===== src/rtl/generate2_stim_pkg.sv =====
// rtl/generate2_stim_pkg.sv - shared types and helpers for the generate2 operand sequencer
package generate2_stim_pkg;

    typedef enum logic [1:0] {
        MODE_SWEEP = 2'd0,
        MODE_LFSR  = 2'd1,
        MODE_WALK  = 2'd2,
        MODE_CONST = 2'd3
    } mode_e;

    typedef enum logic [1:0] {
        IDLE = 2'd0,
        RUN  = 2'd1,
        DONE = 2'd2
    } state_e;

    function automatic logic [31:0] lfsr_taps(input int width);
        case (width)
            8:       return 32'h0000_00B8;
            16:      return 32'h0000_B400;
            default: return 32'h8020_0003;
        endcase
    endfunction

    // Rotate the low `width` bits of value left; bits above width come back as zero.
    function automatic logic [31:0] rotl(input logic [31:0] value, input int amount, input int width);
        logic [31:0] r;
        r = '0;
        for (int i = 0; i < 32; i++) begin
            if (i < width) begin
                r[5'((i + amount) % width)] = value[i];
            end
        end
        return r;
    endfunction

endpackage


===== src/rtl/generate2_stim_lfsr.sv =====
// rtl/generate2_stim_lfsr.sv - Galois right-shift LFSR with load and step enable
module generate2_stim_lfsr
    import generate2_stim_pkg::*;
#(
    parameter int WIDTH = 8
) (
    input  logic             clk,
    input  logic             rst,
    input  logic             load,
    input  logic [WIDTH-1:0] load_value,
    input  logic             enable,
    output logic [WIDTH-1:0] state
);

    localparam logic [WIDTH-1:0] TAPS = WIDTH'(lfsr_taps(WIDTH));

    logic [WIDTH-1:0] state_q, state_d;

    // An all-zero state would lock up, so a zero seed becomes 1.
    always_comb begin
        state_d = state_q;
        if (load) begin
            state_d = (load_value == '0) ? WIDTH'(1) : load_value;
        end else if (enable) begin
            state_d = (state_q >> 1) ^ (state_q[0] ? TAPS : '0);
        end
    end

    always_ff @(posedge clk) begin
        if (!rst) begin
            state_q <= '0;
        end else begin
            state_q <= state_d;
        end
    end

    assign state = state_q;

endmodule


===== src/rtl/generate2_stim_seq.sv =====
// rtl/generate2_stim_seq.sv - programmable-length (a, b) operand stream generator for generate2
module generate2_stim_seq
    import generate2_stim_pkg::*;
#(
    parameter int WIDTH = 8,
    parameter int CNT_W = 16
) (
    input  logic             clk,
    input  logic             rst,
    input  logic             start,
    input  logic [1:0]       mode,
    input  logic [CNT_W-1:0] count,
    input  logic [WIDTH-1:0] seed,
    output logic [WIDTH-1:0] a,
    output logic [WIDTH-1:0] b,
    output logic             out_valid,
    input  logic             out_ready,
    output logic             busy,
    output logic             done,
    output logic [CNT_W-1:0] issued
);

    state_e           state_q, state_d;
    mode_e            mode_q, mode_d;
    logic [CNT_W-1:0] count_q, count_d;
    logic [CNT_W-1:0] issued_q, issued_d;
    logic [WIDTH-1:0] sweep_q, sweep_d;
    logic [WIDTH-1:0] walk_q, walk_d;
    logic [WIDTH-1:0] a_q, a_d;
    logic [WIDTH-1:0] b_q, b_d;
    logic             lfsr_load, lfsr_en;
    logic [WIDTH-1:0] lfsr_state;

    generate2_stim_lfsr #(.WIDTH(WIDTH)) u_lfsr (
        .clk        (clk),
        .rst        (rst),
        .load       (lfsr_load),
        .load_value (seed),
        .enable     (lfsr_en),
        .state      (lfsr_state)
    );

    always_comb begin
        state_d   = state_q;
        mode_d    = mode_q;
        count_d   = count_q;
        issued_d  = issued_q;
        sweep_d   = sweep_q;
        walk_d    = walk_q;
        a_d       = a_q;
        b_d       = b_q;
        lfsr_load = 1'b0;
        lfsr_en   = 1'b0;
        case (state_q)
            IDLE, DONE: begin
                if (start) begin
                    mode_d    = mode_e'(mode);
                    count_d   = count;
                    issued_d  = '0;
                    sweep_d   = '0;
                    walk_d    = WIDTH'(1);
                    lfsr_load = 1'b1;
                    case (mode_e'(mode))
                        MODE_SWEEP: begin a_d = '0;        b_d = '1;        end
                        MODE_WALK:  begin a_d = WIDTH'(1); b_d = WIDTH'(2); end
                        default:    begin a_d = seed;      b_d = ~seed;     end
                    endcase
                    state_d = (count == '0) ? DONE : RUN;
                end
            end
            RUN: begin
                if (out_ready) begin
                    issued_d = issued_q + 1'b1;
                    lfsr_en  = 1'b1;
                    if (issued_d == count_q) begin
                        state_d = DONE;
                    end else begin
                        sweep_d = sweep_q + 1'b1;
                        walk_d  = WIDTH'(rotl(32'(walk_q), 1, WIDTH));
                        case (mode_q)
                            MODE_SWEEP: begin a_d = sweep_d; b_d = ~sweep_d; end
                            MODE_WALK:  begin
                                a_d = walk_d;
                                b_d = WIDTH'(rotl(32'(walk_d), 1, WIDTH));
                            end
                            default: ;
                        endcase
                    end
                end
            end
            default: state_d = IDLE;
        endcase
    end

    always_ff @(posedge clk) begin
        if (!rst) begin
            state_q  <= IDLE;
            mode_q   <= MODE_SWEEP;
            count_q  <= '0;
            issued_q <= '0;
            sweep_q  <= '0;
            walk_q   <= '0;
            a_q      <= '0;
            b_q      <= '0;
        end else begin
            state_q  <= state_d;
            mode_q   <= mode_d;
            count_q  <= count_d;
            issued_q <= issued_d;
            sweep_q  <= sweep_d;
            walk_q   <= walk_d;
            a_q      <= a_d;
            b_q      <= b_d;
        end
    end

    // LFSR beats come straight from the generator state; other modes use the a/b registers.
    assign a         = (mode_q == MODE_LFSR) ? lfsr_state : a_q;
    assign b         = (mode_q == MODE_LFSR) ? WIDTH'(rotl(32'(lfsr_state), WIDTH / 2, WIDTH)) : b_q;
    assign out_valid = (state_q == RUN);
    assign busy      = (state_q == RUN);
    assign done      = (state_q == DONE);
    assign issued    = issued_q;

endmodule


===== config.mk =====
export PLATFORM = sky130hd
export DESIGN_NAME = generate2_stim_seq
export DESIGN_NICKNAME = d
export VERILOG_FILES = /design/src/rtl/generate2_stim_pkg.sv /design/src/rtl/generate2_stim_lfsr.sv /design/src/rtl/generate2_stim_seq.sv
export SDC_FILE = /design/constraint.sdc
export NUM_CORES = 1
export LEC_CHECK = 0
export ABC_AREA = 1
export BUFFER_PORTS_ARGS = -buffer_cell sky130_fd_sc_hd__clkbuf_2
export CAP_MARGIN = 20
export CORE_ASPECT_RATIO = 2
export CORE_UTILIZATION = 55
export DETAILED_ROUTE_END_ITERATION = 8
export MAX_ROUTING_LAYER = met4
export PLACE_DENSITY = 0.83
export SYNTH_ARGS = -nofsm -noshare
export SYNTH_HDL_FRONTEND = slang
export SYNTH_SLANG_ARGS = --single-unit

===== constraint.sdc =====
create_clock -name clk -period 6.45 [get_ports clk]
set_input_delay 0.645 -clock clk [delete_from_list [all_inputs] [get_ports clk]]
set_output_delay 0.645 -clock clk [all_outputs]
set_load 0.05 [all_outputs]

## Word level (Yosys, flattened, before mapping)

Cells that the tools add are included.

- Add/sub/neg operators: 2
- Equal/unequal tests: 11
- Multiplexer cells: 38
- Bitwise operators: 3
- Reduce and logical (&&, ||, !) cells: 13

Operators with widths:

| cell | number |
|---|---|
| two-way mux 8 bit | 18 |
| one-hot mux 8 bit (2 select lines) | 8 |
| two-way mux 16 bit | 2 |
| one-hot mux 16 bit (2 select lines) | 1 |
| adder 16 x 1 -> 16 bit (second input constant) | 1 |
| equality test 16 bit | 1 |
| logical NOT 16 bit | 1 |
| NOT 8 bit | 2 |
| adder 8 x 1 -> 8 bit (second input constant) | 1 |
| logical NOT 8 bit | 1 |
| two-way mux 2 bit | 4 |
| XOR 7 x 8 -> 8 bit | 1 |
| equality test 2 bit (second input constant) | 3 |
| logical NOT 2 bit | 3 |
| inequality test 2 bit (second input constant) | 3 |
| AND reduction 3 bit | 2 |
| AND reduction 5 bit | 1 |
| equality test 2 x 1 -> 1 bit (second input constant) | 2 |
| two-way mux 1 bit | 4 |
| one-hot mux 2 bit (2 select lines) | 1 |
| AND reduction 4 bit | 1 |
| nonzero test 2 bit | 2 |
| inequality test 3 x 1 -> 1 bit (second input constant) | 1 |
| inequality test 2 x 1 -> 1 bit (second input constant) | 1 |
| 2 further kinds | 2 |

- Register bits: 76
- Input port bits: 30
- Output and inout bits: 35
- Logic and storage cells: 76

## Depth between registers and ports, before layout

- Word-level depth: 6
- Mapped depth: 17
- Gate-level depth less buffers: 16

## Hierarchy

A second synthesis with hierarchy kept.

- Cells, all modules: 698
- Area, all modules: 4470.5 um^2

By module, submodules not included:

| module | times used | cells an instance | area an instance (um^2) | sequential area each (um^2) |
|---|---|---|---|---|
| generate2_stim_seq | 1 | 633 | 4025.1 | 1361.3 |
| generate2_stim_lfsr | 1 | 65 | 445.4 | 160.2 |

## Worst setup path before layout

OpenSTA, ideal clock, no wires.

- Path type: reg-to-reg
- Start: reg issued_q[0], in the netlist issued[0]
- End: reg walk_q[0]
- Library setup time: 115 ps
- Arrival time: 2416 ps
- Data required time: 6335 ps
- Setup slack: 3919 ps
- Cell stages (with the launch flop): 17
- Buffers on the path: 2
- Period minus slack after synthesis: 2531 ps
- Cell sequence: dfxtp_1 ha_1 nand2_1 nor2_4 nand2_1 nand3_1 nand2_1 clkinv_1 nand2_1 nor2_1 nand3_1 nor2_2 nand3_2 buf_6 buf_6 a21oi_1 nor2_1

- Word-level cells in the longest chain between the ends: 4

Ends and longest elaborated chain:

| item | RTL line | text |
|---|---|---|
| start: declaration | generate2_stim_seq.sv:26 | `logic [CNT_W-1:0] issued_q, issued_d;` |
| start signal: assignment | generate2_stim_seq.sv:109 | `issued_q <= issued_d;` |
| adder 16 x 1 -> 16 bit | generate2_stim_seq.sv:73 | `issued_d = issued_q + 1'b1;` |
| equality test 16 bit | generate2_stim_seq.sv:75 | `if (issued_d == count_q) begin` |
| inequality test 2 bit (no source line) | - |  |
| AND reduction 4 bit (no source line) | - |  |
| end signal: assignment | generate2_stim_seq.sv:111 | `walk_q <= walk_d;` |
| end: declaration | generate2_stim_seq.sv:28 | `logic [WIDTH-1:0] walk_q, walk_d;` |

Every way passes these cells.
A chain may end at the register's enable or synchronous reset.

## Worst setup path after layout

- Start: in start
- End: reg a_q[0]

- Word-level cells in the longest chain between the ends: 2

Ends and longest elaborated chain:

| item | RTL line | text |
|---|---|---|
| start: declaration | generate2_stim_seq.sv:10 | `input logic start,` |
| inequality test 2 bit (no source line) | - |  |
| AND reduction 5 bit (no source line) | - |  |
| end signal: assignment | generate2_stim_seq.sv:103 | `a_q <= '0;` |
| end signal: assignment | generate2_stim_seq.sv:112 | `a_q <= a_d;` |
| end: declaration | generate2_stim_seq.sv:29 | `logic [WIDTH-1:0] a_q, a_d;` |

Every way passes these cells.

==> run metrics <==
Initial Utilization 56.5%; Tot Pwr 1.24 mW; Max IR drop VDD 160 uV; syn nets 736; worst r2r src state_q[0]; reg-to-reg setup timing slack 2.49 ns; Crit Path Category in -> reg; Routed WL 12.7 mm; area delta synth->final 12.3%; Post-synth EDFFs 0; first-pass GRT wire length 20.1 mm; top_reg_cell synth dfxtp_1; mapped cell area 0.00445 mm2; post-synthesis average cell area 6.33 um2; worst slew pin tran 0.975 ns; die width 65.6 um; Crit path required time 6.73 ns; ys async rst share 0%; postcts setup bufs 0; Final Hold Viols 0; pwr dens 248 mW/mm2; CTS tree built; H-tree levels 3; post-cts hold buffer count 0; RSZ-0062 raised after global routing no; setup TNS 0 ns; CTS Buf Count 9; DR vias 4853; drt first pass iters 5; DRC Markers 0; Final setup viols 0; post-synthesis cell count 704; Hold Crit Start a_q[3]; Die Ht 129 um; largest net degree at the start of global routing 45; Fin Hold WS 0.463 ns; cells on worst reg2reg path 9; IO Count 65; Worst path top cell family by delay simple AND/OR/NAND/NOR gates; count of input and output buffers 64; number of synthesized register bits 76; routability cong. 0.999; Pleak 2.18 nW; clk_lat worst skew 0.34 ns; Slew Limit Fails 0; core area 0.00789 mm2; Max Clk Rate 0.250 GHz; hold endpoint a_q[3]; Yosys cell types 34; layout cells sized above 1 13.8%; GR Overflow Total 0; Layout fillers 743; antenna cells 0; Hold/Removal Path Class reg -> reg; DR iter-0 viols 307; reg-to-reg critical path endpoint a_q[0]; Area contributors post-synth dfxtp_1 34%, nand2_1 15%, nor2_1 8.6%; synth warn 0; Worst Path Arrival 4.27 ns; fin cells 847; Clock Sink Count 76; Clock Skews 0.00520 ns; drt wl/cell 15.0 um; Die Footprint 0.00848 mm2; Seq/Total Area, Yosys 34.2%; worst-path cell chain clkbuf_2, inv_1, nor2_1, inv_1, nand2_1, o21ai_0, inv_1, nand2_2, inv_2, nor2_1, nor2_1; post-route ant nets 0; # rows 46; Root Driver clkbuf_16; MaxCap Viol Count 0; Total Routing Usage GR 32.2%; crit path launch type input port; initial antenna violation count 0; nets 778; CP max-delay cell nand2_1; WHS Path Cells 2; worst-path fanout max 33; Final min period 4.00 ns; drt via density 5.73; Resized Gates After CTS 0; CP max stage delay 0.84 ns; Clock Path Buffers 2; status finished clean; crit share post-route 62.0%; CP bufs+invs 5; DP HPWL 9.38 mm; dpl cells 831; Yosys top cell area share 34.2%; clock slew at reported path FFs 0.05 ns; vias in the first global route 4536; crit end category flop; Max-slew headroom 34.8%; Synth area leader dfxtp_1
## cell families after synthesis
kind of cell,synth area share (%)
buffers and inverters,9.66
AO/OA/AOI/OAI,15.5
flip-flops,34.2
adder cells (fa/ha/maj),0.562
XOR/XNOR,3.01
AND/OR/NAND/NOR,37.1
## cell usage in the layout (no fill, tap or decap), types with 5 or more instances in the layout
cell type,n
a21oi_1,59
nand2_2,5
nor2_1,102
dfxtp_1,76
clkbuf_2,64
nand3_2,7
nand4_1,8
nand2_1,178
xnor2_1,6
nand3_1,61
a31oi_1,5
clkbuf_16,9
inv_1,63
nor2_2,7
nand3b_1,6
o21ai_0,49
## final cells by class
type	count	area [um2]	share of cell area (%)
Timing Repair Buffer	66	335	6.70
Tap cell	96	120	2.40
Clock buffer	14	254	5.08
Clock inverter	2	10.0	0.200
Inverter	69	259	5.18
Sequential cell	76	1520	30.4
Multi-Input combinational cell	524	2500	50.0
## stage by stage
step           utilization, %  cell area [um2]  worst slack, ns
6_report                 63.4             5000             2.45
5_1_grt                  63.4             5000             2.04
4_1_cts                  63.4             5000             2.44
3_5_place_dp             60.1             4740             2.12
3_3_place_gp             60.1             4740             2.34
2_1_floorplan               -             4450             3.92
## synthesized netlist by cell type (all sizes together), types with 5 or more instances
cell type	n
a21oi	59
a31oi	5
buf	13
clkbuf	22
dfxtp	76
inv	66
nand2	183
nand3	68
nand3b	6
nand4	8
nor2	111
o21ai	52
xnor2	6
## layer usage
metal | track usage [%] | vias to the layer above | part of all wire, %
li1 | - | 2367 | -
met1 | 30.3 | 2249 | 36
met2 | 56.9 | 186 | 54
met3 | 4.75 | 51 | 4.2
met4 | 23.7 | 0 | 5.8
met5 | - | - | 0
## sequential cells by signal, indices dropped and copies added, names as in the netlist, 8 cells and up
register / count
a_q: 8
issued: 16
b_q: 8
sweep_q: 8
u_lfsr.state: 8
count_q: 16
walk_q: 8
## where the power goes
| group | internal, mW | switching (mW) | total [mW] |
|---|---|---|---|
| Sequential | 0.499 | 0.0222 | 0.521 |
| Combinational | 0.0726 | 0.189 | 0.261 |
| Clock | 0.270 | 0.190 | 0.460 |
## worst reg2reg max path: stages, from the launching register on
cell	delay (ns)
dfxtp_1	0.35
nor2_1	0.76
inv_1	0.70
nand2_1	0.84
o21ai_0	0.19
inv_1	0.44
nand2_2	0.17
inv_2	0.24
nor2_1	0.09
nor2_1	0.11
## worst max path at each step
stage,slack [ns],cells after the start,endpoint,start
global route,2.04,11,a_q[0],start
finish,2.45,11,a_q[0],start
CTS,2.44,11,a_q[0],start
detailed placement,2.12,11,a_q[6],start
floorplan,3.92,16,walk_q[0],issued[0]
global placement,2.34,11,a_q[0],start
(Power assumes the default switching activity.)
